<file path="config.mk">
export PLATFORM = sky130hd
export DESIGN_NAME = snes_multitap_port
export DESIGN_NICKNAME = d
export VERILOG_FILES = /design/src/rtl/snes_multitap_port.sv
export SDC_FILE = /design/constraint.sdc
export NUM_CORES = 1
export LEC_CHECK = 0
export CORE_MARGIN = 2
export CORE_UTILIZATION = 50
export CTS_CLUSTER_SIZE = 16
export DETAILED_ROUTE_END_ITERATION = 16
export GPL_ROUTABILITY_DRIVEN = 0
export PLACE_DENSITY = 0.72
export SLEW_MARGIN = 30
export SYNTH_ARGS = -nofsm -noshare
export SYNTH_HDL_FRONTEND = slang
export SYNTH_SLANG_ARGS = --single-unit
</file>
<file path="constraint.sdc">
create_clock -name CLK -period 11.5 [get_ports CLK]
set_clock_uncertainty 0.1 [all_clocks]
set_input_delay 2.3 -clock CLK [delete_from_list [all_inputs] [get_ports CLK]]
set_output_delay 2.3 -clock CLK [all_outputs]
set_load 0.01 [all_outputs]
</file>
<file path="src/rtl/snes_multitap_port.sv">
// SNES controller-port serializer: one joypad, a four-pad multitap, or a mouse
// with speed cycling, all driven onto the CPU's serial joypad lines.
module snes_multitap_port #(
    parameter int NUM_PADS = 4,
    parameter int PAD_BITS = 16
) (
    input  logic                    CLK,
    input  logic                    RESET_N,
    input  logic [1:0]              MODE,
    input  logic                    PORT_LATCH,
    input  logic                    PORT_CLK,
    input  logic                    PORT_SEL,
    output logic [1:0]              PORT_DO,
    input  logic [12*NUM_PADS-1:0]  JOYSTICK,
    input  logic [24:0]             MOUSE
);
    localparam int MSB = PAD_BITS - 1;

    logic prev_clk, prev_latch, prev_strobe;
    logic clk_rise, latch_fall, strobe;
    logic is_tap, is_mouse;

    assign clk_rise   = PORT_CLK & ~prev_clk;
    assign latch_fall = prev_latch & ~PORT_LATCH;
    assign strobe     = MOUSE[24] ^ prev_strobe;
    assign is_tap     = (MODE == 2'd2);
    assign is_mouse   = (MODE == 2'd1);

    always_ff @(posedge CLK) begin
        if (!RESET_N) begin
            prev_clk    <= 1'b1;
            prev_latch  <= 1'b0;
            prev_strobe <= MOUSE[24];
        end else begin
            prev_clk    <= PORT_CLK;
            prev_latch  <= PORT_LATCH;
            prev_strobe <= MOUSE[24];
        end
    end

    logic [3:0][PAD_BITS-1:0] sr;

    for (genvar n = 0; n < 4; n++) begin : g_pad
        if (n < NUM_PADS) begin : g_live
            logic [11:0]         j;
            logic [PAD_BITS-1:0] frame;
            logic [PAD_BITS-1:0] q;
            logic                sh;

            assign j = JOYSTICK[12*n +: 12];
            // Wire order B,Y,Sel,Start,Up,Down,Left,Right,A,X,L,R then zero ID bits
            always_comb begin
                frame = '0;
                frame[MSB -: 12] = {j[5], j[7], j[10], j[11], j[3], j[2],
                                    j[1], j[0], j[4], j[6], j[8], j[9]};
            end
            assign sh = is_tap ? (PORT_SEL == 1'(n < 2)) : 1'(n == 0);

            always_ff @(posedge CLK) begin
                if (!RESET_N)
                    q <= '1;
                else if (PORT_LATCH)
                    q <= ~frame;
                else if (clk_rise && sh)
                    q <= {q[MSB-1:0], 1'b0};
            end
            assign sr[n] = q;
        end else begin : g_idle
            assign sr[n] = '1;
        end
    end

    logic signed [10:0] ax, ay;
    logic signed [11:0] dx, dy, sum_x, sum_y;
    logic [10:0]        nax, nay;
    logic [6:0]         mag_x, mag_y;
    logic               sdx, sdy;
    logic [1:0]         speed;
    logic [31:0]        ms;
    logic               unused;

    assign unused = ^{MOUSE[3:2], MOUSE[7:6]};

    function automatic logic signed [11:0] scale(input logic signed [11:0] d,
                                                 input logic [1:0] spd);
        case (spd)
            2'd1:    return d + (d >>> 1);
            2'd2:    return d <<< 1;
            default: return d;
        endcase
    endfunction

    function automatic logic signed [10:0] clamp(input logic signed [11:0] v);
        if (v > 12'sd127)  return 11'sd127;
        if (v < -12'sd127) return -11'sd127;
        return v[10:0];
    endfunction

    assign dx = {{3{MOUSE[4]}}, MOUSE[4], MOUSE[15:8]};
    assign dy = {{3{MOUSE[5]}}, MOUSE[5], MOUSE[23:16]};
    // A strobe landing on the latch fall accumulates into the freshly cleared value
    assign sum_x = (latch_fall ? 12'sd0 : {ax[10], ax}) + scale(dx, speed);
    assign sum_y = (latch_fall ? 12'sd0 : {ay[10], ay}) + scale(dy, speed);
    assign nax   = -ax;
    assign nay   = -ay;
    assign mag_x = ax[10] ? nax[6:0] : ax[6:0];
    assign mag_y = ay[10] ? nay[6:0] : ay[6:0];

    always_ff @(posedge CLK) begin
        if (!RESET_N) begin
            ax    <= '0;
            ay    <= '0;
            sdx   <= 1'b0;
            sdy   <= 1'b0;
            speed <= 2'd0;
            ms    <= '1;
        end else begin
            if (strobe) begin
                ax  <= clamp(sum_x);
                ay  <= clamp(sum_y);
                sdx <= sum_x[11];
                sdy <= ~sum_y[11];
            end else if (latch_fall) begin
                ax <= '0;
                ay <= '0;
            end
            if (latch_fall)
                ms <= ~{8'h00, MOUSE[1], MOUSE[0], speed, 4'b0001,
                        sdy, mag_y, sdx, mag_x};
            else if (clk_rise && !PORT_LATCH)
                ms <= {ms[30:0], 1'b0};
            if (clk_rise && PORT_LATCH)
                speed <= (speed == 2'd2) ? 2'd0 : speed + 2'd1;
        end
    end

    always_comb begin
        PORT_DO = {1'b1, sr[0][MSB]};
        if (is_mouse)
            PORT_DO = {1'b1, ms[31]};
        else if (is_tap) begin
            PORT_DO = PORT_SEL ? {sr[1][MSB], sr[0][MSB]} : {sr[3][MSB], sr[2][MSB]};
            // D1 low while latched tells the game a multitap is present
            if (PORT_LATCH)
                PORT_DO[1] = 1'b0;
        end
    end
endmodule

</file>
==> reports/results.ini, run 1 <==
[outcome]
status=complete, no violations

[drt]
drt-total-wl_um=16800
route.detailed.wl_per_inst_um=13.0
drc=0
antenna_left=0
detail_route.vias_per_cell=5.31
drt_iter0_markers=427
dr.pass1.iters=5
num_vias=6842

[synth]
yosysUniqueCellTypes=61
ys_ff_latch=121
syn_area_per_cell_um2=7.34
synth_area_um2=7600
synthFlopType=dfxtp_1
syn_inst=1035
synthesis.nets=1162
seq_area_frac_synth_pct=31.9
synth_warnings=0
synth_edf_count=0
ys_async_sr_fraction_pct=0

[global_routing]
track_usage_pct=21.4
gr-total-overflow=0
grt_util_met2_pct=35.8
grt_pass1_vias=6395
antenna_found_initial=0
grt_pass1_wl_um=28800
top_usage_layer=met2
grt_max_degree=108
met3_usage_pct=4.86
met1_usage_pct=28.0

[timing]
drv_slew=0
max_slew_margin_pct=35.8
min_period_over_period_pct=58.7
max_freq_ghz=0.148
worst_pin_slew_ns=0.963
fin_tns_setup_ns=0
grt_setup_unrepaired=no
finalSetupViolations=0
period_needed_ns=6.75
hold_viol_final=0

[floorplan]
die_x_um=127
core_area_um2=15000
dieHeight_um=127
row_count=45
fp.dieArea_um2=16200
io_pins=82
start_util_pct=50.5

[setup_path]
ff2ff_setup_slack_ns=7.10
critPathBufInv=2
worstReg2RegStart=speed[1]$_SDFFE_PN0P_
r2r-end=ax[6]$_SDFFE_PN0P_
cp-start-kind=input pin
path_class=in2reg
path_cells=clkdlybuf4s50_1, ha_1, inv_1, fa_1, nor2b_1, o21ai_0, a21boi_0, o21ai_0, a21boi_0, o31ai_1, mux2_2, ha_1, a21oi_1, nand2_1, a211oi_1, a2111oi_0, o31a_1, a41oi_1, o22ai_1
cp_num_cells=19
cp-startpoint=MOUSE[9]
path_delay_family=compound AO/OA/AOI/OAI gates
crit_slowest_cell=clkdlybuf4s50_1
critPathMaxStageDelay_ns=0.56
endpoint_kind=register
crit_required_ns=11.67
arrival_ns=6.93
cp_max_fo=6
rr_worst_depth=14
endpoint=ax[6]$_SDFFE_PN0P_

[clock_tree]
postCtsResizedCells=0
h-tree-depth=4
clk_pin_slew_worst_paths_ns=0.06
ctsHoldBuffers=0
cts_setup_buffers=0
cts.path.max_buffers=2
root_buffer=clkbuf_16
clock_latency_ns=0.41
cts_buffers=17
clock-sinks=121
cts_tree=done

[layout]
final_util_pct=60.4
nets=1214
n_fill_cell=1392
drive_gt1_share_pct=7.18
multiInputGateArea_um2=4860
register_area_um2=2420
syn_to_final_growth_pct=19.5
diodes=0

[power_and_ir_drop]
power.leakage_nw=3.75
ir_drop_uv=122
power_density_nw_per_um2=161

[placement]
hpwl_um=11500
port_buffers=77

[flow_run]
max_cap_violations=0

[worst_hold_path]
hp-class=reg2reg

==> flip-flops by register name, summed over array words and instances, names as in the netlist, 2 cells and up <==
register        flops
ax                 11
speed               2
g_pad.g_live.q     60
ms                 32
ay                 11
==> routing by layer <==
layer | wire length, um | vias up
met2 | 7670 | 93
li1 | - | 3640
met1 | 8310 | 3094
met3 | 622 | 15
met4 | 197 | 0
met5 | 0 | -
==> placed cells by master (no fill, tap or decap), types with 7 or more instances in the layout <==
| master | count |
|---|---|
| nor2b_1 | 16 |
| mux2_2 | 26 |
| o22ai_1 | 9 |
| xnor2_1 | 16 |
| buf_4 | 9 |
| inv_1 | 34 |
| clkdlybuf4s50_1 | 75 |
| nand3_1 | 46 |
| a21boi_0 | 9 |
| and2_1 | 24 |
| a21oi_1 | 30 |
| clkbuf_16 | 17 |
| nor2_1 | 113 |
| xor2_1 | 16 |
| nand2_1 | 239 |
| mux2i_1 | 12 |
| o21ai_0 | 98 |
| dfxtp_1 | 121 |
| o21a_1 | 9 |
| ha_1 | 43 |
| nand2b_1 | 14 |
| a211oi_1 | 8 |
| nor3b_1 | 8 |
| or3_1 | 7 |
==> cell families (layout without fill, tap and decap cells) <==
kind of cell / Yosys count / after routing / share of synthesized area (%)
XOR/XNOR: 32 / 32 / 3.69
buffers and inverters: 87 / 152 / 4.30
multiplexers: 38 / 38 / 5.44
flip-flops: 121 / 121 / 31.9
AND/OR/NAND/NOR: 486 / 486 / 27.8
adder cells (fa/ha/maj): 47 / 47 / 8.14
AO/OA/AOI/OAI: 224 / 224 / 18.7
==> worst min-delay path, delay by kind of cell (launching register included) <==
kind             cells  cell delay, ns
AND/OR/NAND/NOR      2            0.09
flip-flops           1            0.30
==> layout make-up <==
class	instances	area share, %
clock buffers	20	5.03
clock inverters	12	1.64
inverters	34	1.41
multi-input cells	827	53.5
flip-flops and latches	121	26.7
well taps	188	2.59
repair buffers	86	9.12
==> worst min path at each step <==
stage | from | endpoint | slack [ns] | cells after the start
finish | g_pad[2].g_live.q[0]$_SDFFE_PN1P_ | g_pad[2].g_live.q[0]$_SDFFE_PN1P_ | 0.34 | 2
global route | g_pad[1].g_live.q[0]$_SDFFE_PN1P_ | g_pad[1].g_live.q[0]$_SDFFE_PN1P_ | 0.37 | 2
CTS | g_pad[2].g_live.q[0]$_SDFFE_PN1P_ | g_pad[2].g_live.q[0]$_SDFFE_PN1P_ | 0.35 | 2
detailed placement | g_pad[2].g_live.q[0]$_SDFFE_PN1P_ | g_pad[2].g_live.q[0]$_SDFFE_PN1P_ | 0.34 | 2
global placement | g_pad[1].g_live.q[0]$_SDFFE_PN1P_ | g_pad[1].g_live.q[0]$_SDFFE_PN1P_ | 0.33 | 2
floorplan | g_pad[1].g_live.q[0]$_SDFFE_PN1P_ | g_pad[1].g_live.q[0]$_SDFFE_PN1P_ | 0.32 | 2
==> metrics by stage <==
step / total power, W / instances / hold WS (ns) / area [um^2] / worst slack (ns)
floorplan: 0.000818 / 1035 / 0.322 / 7600 / 5.41
global placement: 0.000914 / 1256 / 0.331 / 8470 / 4.45
detailed placement: 0.000921 / 1256 / 0.337 / 8470 / 4.40
CTS: 0.00147 / 1288 / 0.347 / 9080 / 4.81
global route: 0.00155 / 1288 / 0.371 / 9080 / 4.42
finish: 0.00146 / 1288 / 0.343 / 9080 / 4.75
==> power breakdown <==
part | internal, W | leakage (nW) | switching, W
combinational | 0.000196 | 2.47 | 0.000233
sequential | 0.000459 | 0.998 | 0.0000284
clock | 0.000350 | 0.288 | 0.000192
total | 0.00101 | 3.75 | 0.000454
==> synthesized netlist by cell type (all sizes together), types with 2 or more instances <==
library cell / n / area (um^2)
mux2: 26 / 293
a211oi: 9 / 72.6
nand2b: 14 / 87.6
nor3: 3 / 15.0
o21ai: 99 / 495
o31ai: 6 / 45.0
a311o: 2 / 20.0
xnor2: 16 / 140
a2111oi: 2 / 17.5
inv: 34 / 128
a21oi: 30 / 150
nor3b: 8 / 60.1
nor2b: 16 / 100
o311ai: 3 / 26.3
or3: 7 / 43.8
nor2: 114 / 428
o21a: 9 / 67.6
a21o: 4 / 30.0
o21bai: 2 / 15.0
or2: 5 / 31.3
nand2: 239 / 897
nand3: 47 / 235
o31a: 3 / 26.3
clkbuf: 51 / 191
and2: 24 / 150
buf: 2 / 7.51
xor2: 16 / 140
mux2i: 12 / 120
o2bb2ai: 6 / 52.6
a31oi: 3 / 18.8
a22oi: 6 / 45.0
dfxtp: 121 / 2420
ha: 43 / 538
o22ai: 10 / 68.8
o211ai: 6 / 45.0
a21boi: 9 / 67.6
fa: 4 / 80.1
nand3b: 5 / 37.5
a2bb2oi: 2 / 17.5
No activity file was read; power rests on OpenSTA's default activity.
==> run 2: changes to the inputs <==
clock period = 6.85 ns   (was 11.5 ns; I/O delays follow)
==> reports/results.ini, run 2 (synthesis results as in run 1) <==
[outcome]
status=complete, no violations

[setup_path]
path_cells=clkdlybuf4s50_1, ha_1, inv_1, fa_1, nor2b_1, o21ai_0, a21boi_0, o21ai_0, a21boi_0, o31ai_1, mux2_2, ha_1, a21oi_1, a21boi_0, o22ai_2, a211oi_1, or3_1, o31a_1, o311a_1
cp_max_fo=7  ; +1
crit_required_ns=7.05  ; -4.62 ns
path_class=in2reg
cp_common_cell=a21boi_0
ff2ff_setup_slack_ns=2.46  ; -4.64 ns
arrival_ns=5.97  ; -0.96 ns
r2r-end=ax[6]$_SDFFE_PN0P_
cp-start-kind=input pin
worstReg2RegStart=speed[1]$_SDFFE_PN0P_
rr_worst_depth=14  ; unchanged
endpoint_kind=register
critPathMaxStageDelay_ns=0.55  ; about the same
crit_slowest_cell=clkdlybuf4s50_1

[placement]
place_ws_ns=0.682  ; -3.72 ns
port_buffers=77  ; unchanged
hpwl_um=11700  ; +1.4%

[global_routing]
grt_pass1_vias=6170  ; -3.5%
grt_pass1_wl_um=28500  ; -1.0%
top_usage_layer=met2
track_usage_pct=21.3  ; -0.14 points
met3_usage_pct=3.94  ; -0.92 points
antenna_found_initial=0  ; unchanged
met1_usage_pct=28.9  ; +0.82 points
gr-total-overflow=0  ; unchanged
grt_util_met2_pct=34.1  ; -1.7 points
grt_max_degree=104  ; -3.7%

[layout]
syn_to_final_growth_pct=19.6  ; about the same
largestRegisters=g_pad.g_live.q x60, ms x32
diodes=0  ; unchanged
n_fill_cell=1399  ; +0.50%
mostFrequentLayoutCells=nand2_1 (239), dfxtp_1 (121), nor2_1 (113)
regMostFlops=g_pad.g_live.q
final_common_cell=nand2_1
drive_gt1_share_pct=7.18  ; unchanged
nets=1214  ; unchanged
largest_register_ffs=60  ; unchanged

[power_and_ir_drop]
power.leakage_nw=3.76  ; +0.16%
power_w=0.00245  ; +68%
ir_drop_uv=227  ; +85%
power_density_nw_per_um2=270  ; +68%

[floorplan]
dieHeight_um=127  ; unchanged
core_area_um2=15000  ; unchanged
start_util_pct=50.5  ; unchanged
fp.dieArea_um2=16200  ; unchanged
row_count=45  ; unchanged
die_x_um=127  ; unchanged
io_pins=82  ; unchanged

[timing]
hold_viol_final=0  ; unchanged
max_slew_margin_pct=42.4  ; +6.7 points
worst_pin_slew_ns=0.863  ; -0.0999 ns
grt_setup_unrepaired=no
drv_slew=0  ; unchanged
period_needed_ns=5.76
max_freq_ghz=0.173
finalSetupViolations=0  ; unchanged
layout_setup_ws_ns=1.09  ; -3.66 ns
fin_tns_setup_ns=0  ; unchanged
finalHoldWorstSlack_ns=0.341  ; -0.00147 ns
min_period_over_period_pct=84.2

[drt]
drc=0  ; unchanged
drt-total-wl_um=16800  ; +0.18%
num_vias=6907  ; +0.95%
dr.pass1.iters=5  ; unchanged
drt_iter0_markers=460  ; +7.7%
antenna_left=0  ; unchanged
route.detailed.wl_per_inst_um=13.1  ; +0.18%
detail_route.vias_per_cell=5.36  ; +0.95%

[clock_tree]
h-tree-depth=4  ; unchanged
postCtsResizedCells=0  ; unchanged
clk_pin_slew_worst_paths_ns=0.06  ; about the same
cts_tree=done
root_buffer=clkbuf_16
clock_latency_ns=0.42  ; about the same
cts_setup_buffers=0  ; unchanged
clock-sinks=121  ; unchanged
ctsHoldBuffers=0  ; unchanged
cts_buffers=17  ; unchanged
cts.path.max_buffers=2  ; unchanged

[worst_hold_path]
whs_path_depth=2  ; unchanged
hp-class=reg2reg
worstHoldStart=g_pad[1].g_live.q[0]$_SDFFE_PN1P_
hold_end=g_pad[1].g_live.q[0]$_SDFFE_PN1P_

[flow_run]
max_cap_violations=0  ; unchanged

-- run 2: power by group --
part           internal (W)  leakage (nW)  switching [W]
clock              0.000590         0.293       0.000317
sequential         0.000771         0.998      0.0000491
combinational      0.000330          2.47       0.000395
-- run 2: worst max path at each step --
stage / startpoint / depth (start not counted) / end
4_1_cts: MOUSE[9] / 19 / ax[6]$_SDFFE_PN0P_
6_report: MOUSE[17] / 19 / ay[0]$_SDFFE_PN0P_
3_3_place_gp: MOUSE[9] / 19 / ax[6]$_SDFFE_PN0P_
3_5_place_dp: MOUSE[9] / 19 / ax[6]$_SDFFE_PN0P_
2_1_floorplan: MOUSE[16] / 18 / ay[0]$_SDFFE_PN0P_
5_1_grt: MOUSE[9] / 19 / ax[6]$_SDFFE_PN0P_
-- run 2: per-layer routing --
metal	wire [um]	vias to the layer above	share of wire, %
met4	333	0	2.0
met3	524	23	3.1
met2	7740	116	46
li1	-	3639	-
met5	0	-	0
met1	8240	3129	49
-- run 2: metrics by stage --
stage          utilization, %  instance area [um^2]  instances
2_1_floorplan               -                  7600       1035
3_3_place_gp             56.3                  8470       1256
3_5_place_dp             56.4                  8480       1256
4_1_cts                  60.4                  9080       1288
5_1_grt                  60.4                  9080       1288
6_report                 60.4                  9080       1288
-- run 2: cell type report --
cell class	count	area, um^2	area share [%]
inverter	34	128	1.41
sequential	121	2420	26.7
clock buffer	21	460	5.07
clock inverter	11	146	1.61
timing repair buffer	86	828	9.12
tap	188	235	2.59
multi-input combinational	827	4860	53.5
-- run 2: worst max-delay path, delay by kind of cell --
family                     cells  cell delay (ns)
and+or+nand+nor                2             0.50
AOI/OAI and AO/OA             11             2.28
adders and majority gates      3             0.95
muxes                          1             0.27
buffers and inverters          2             0.61
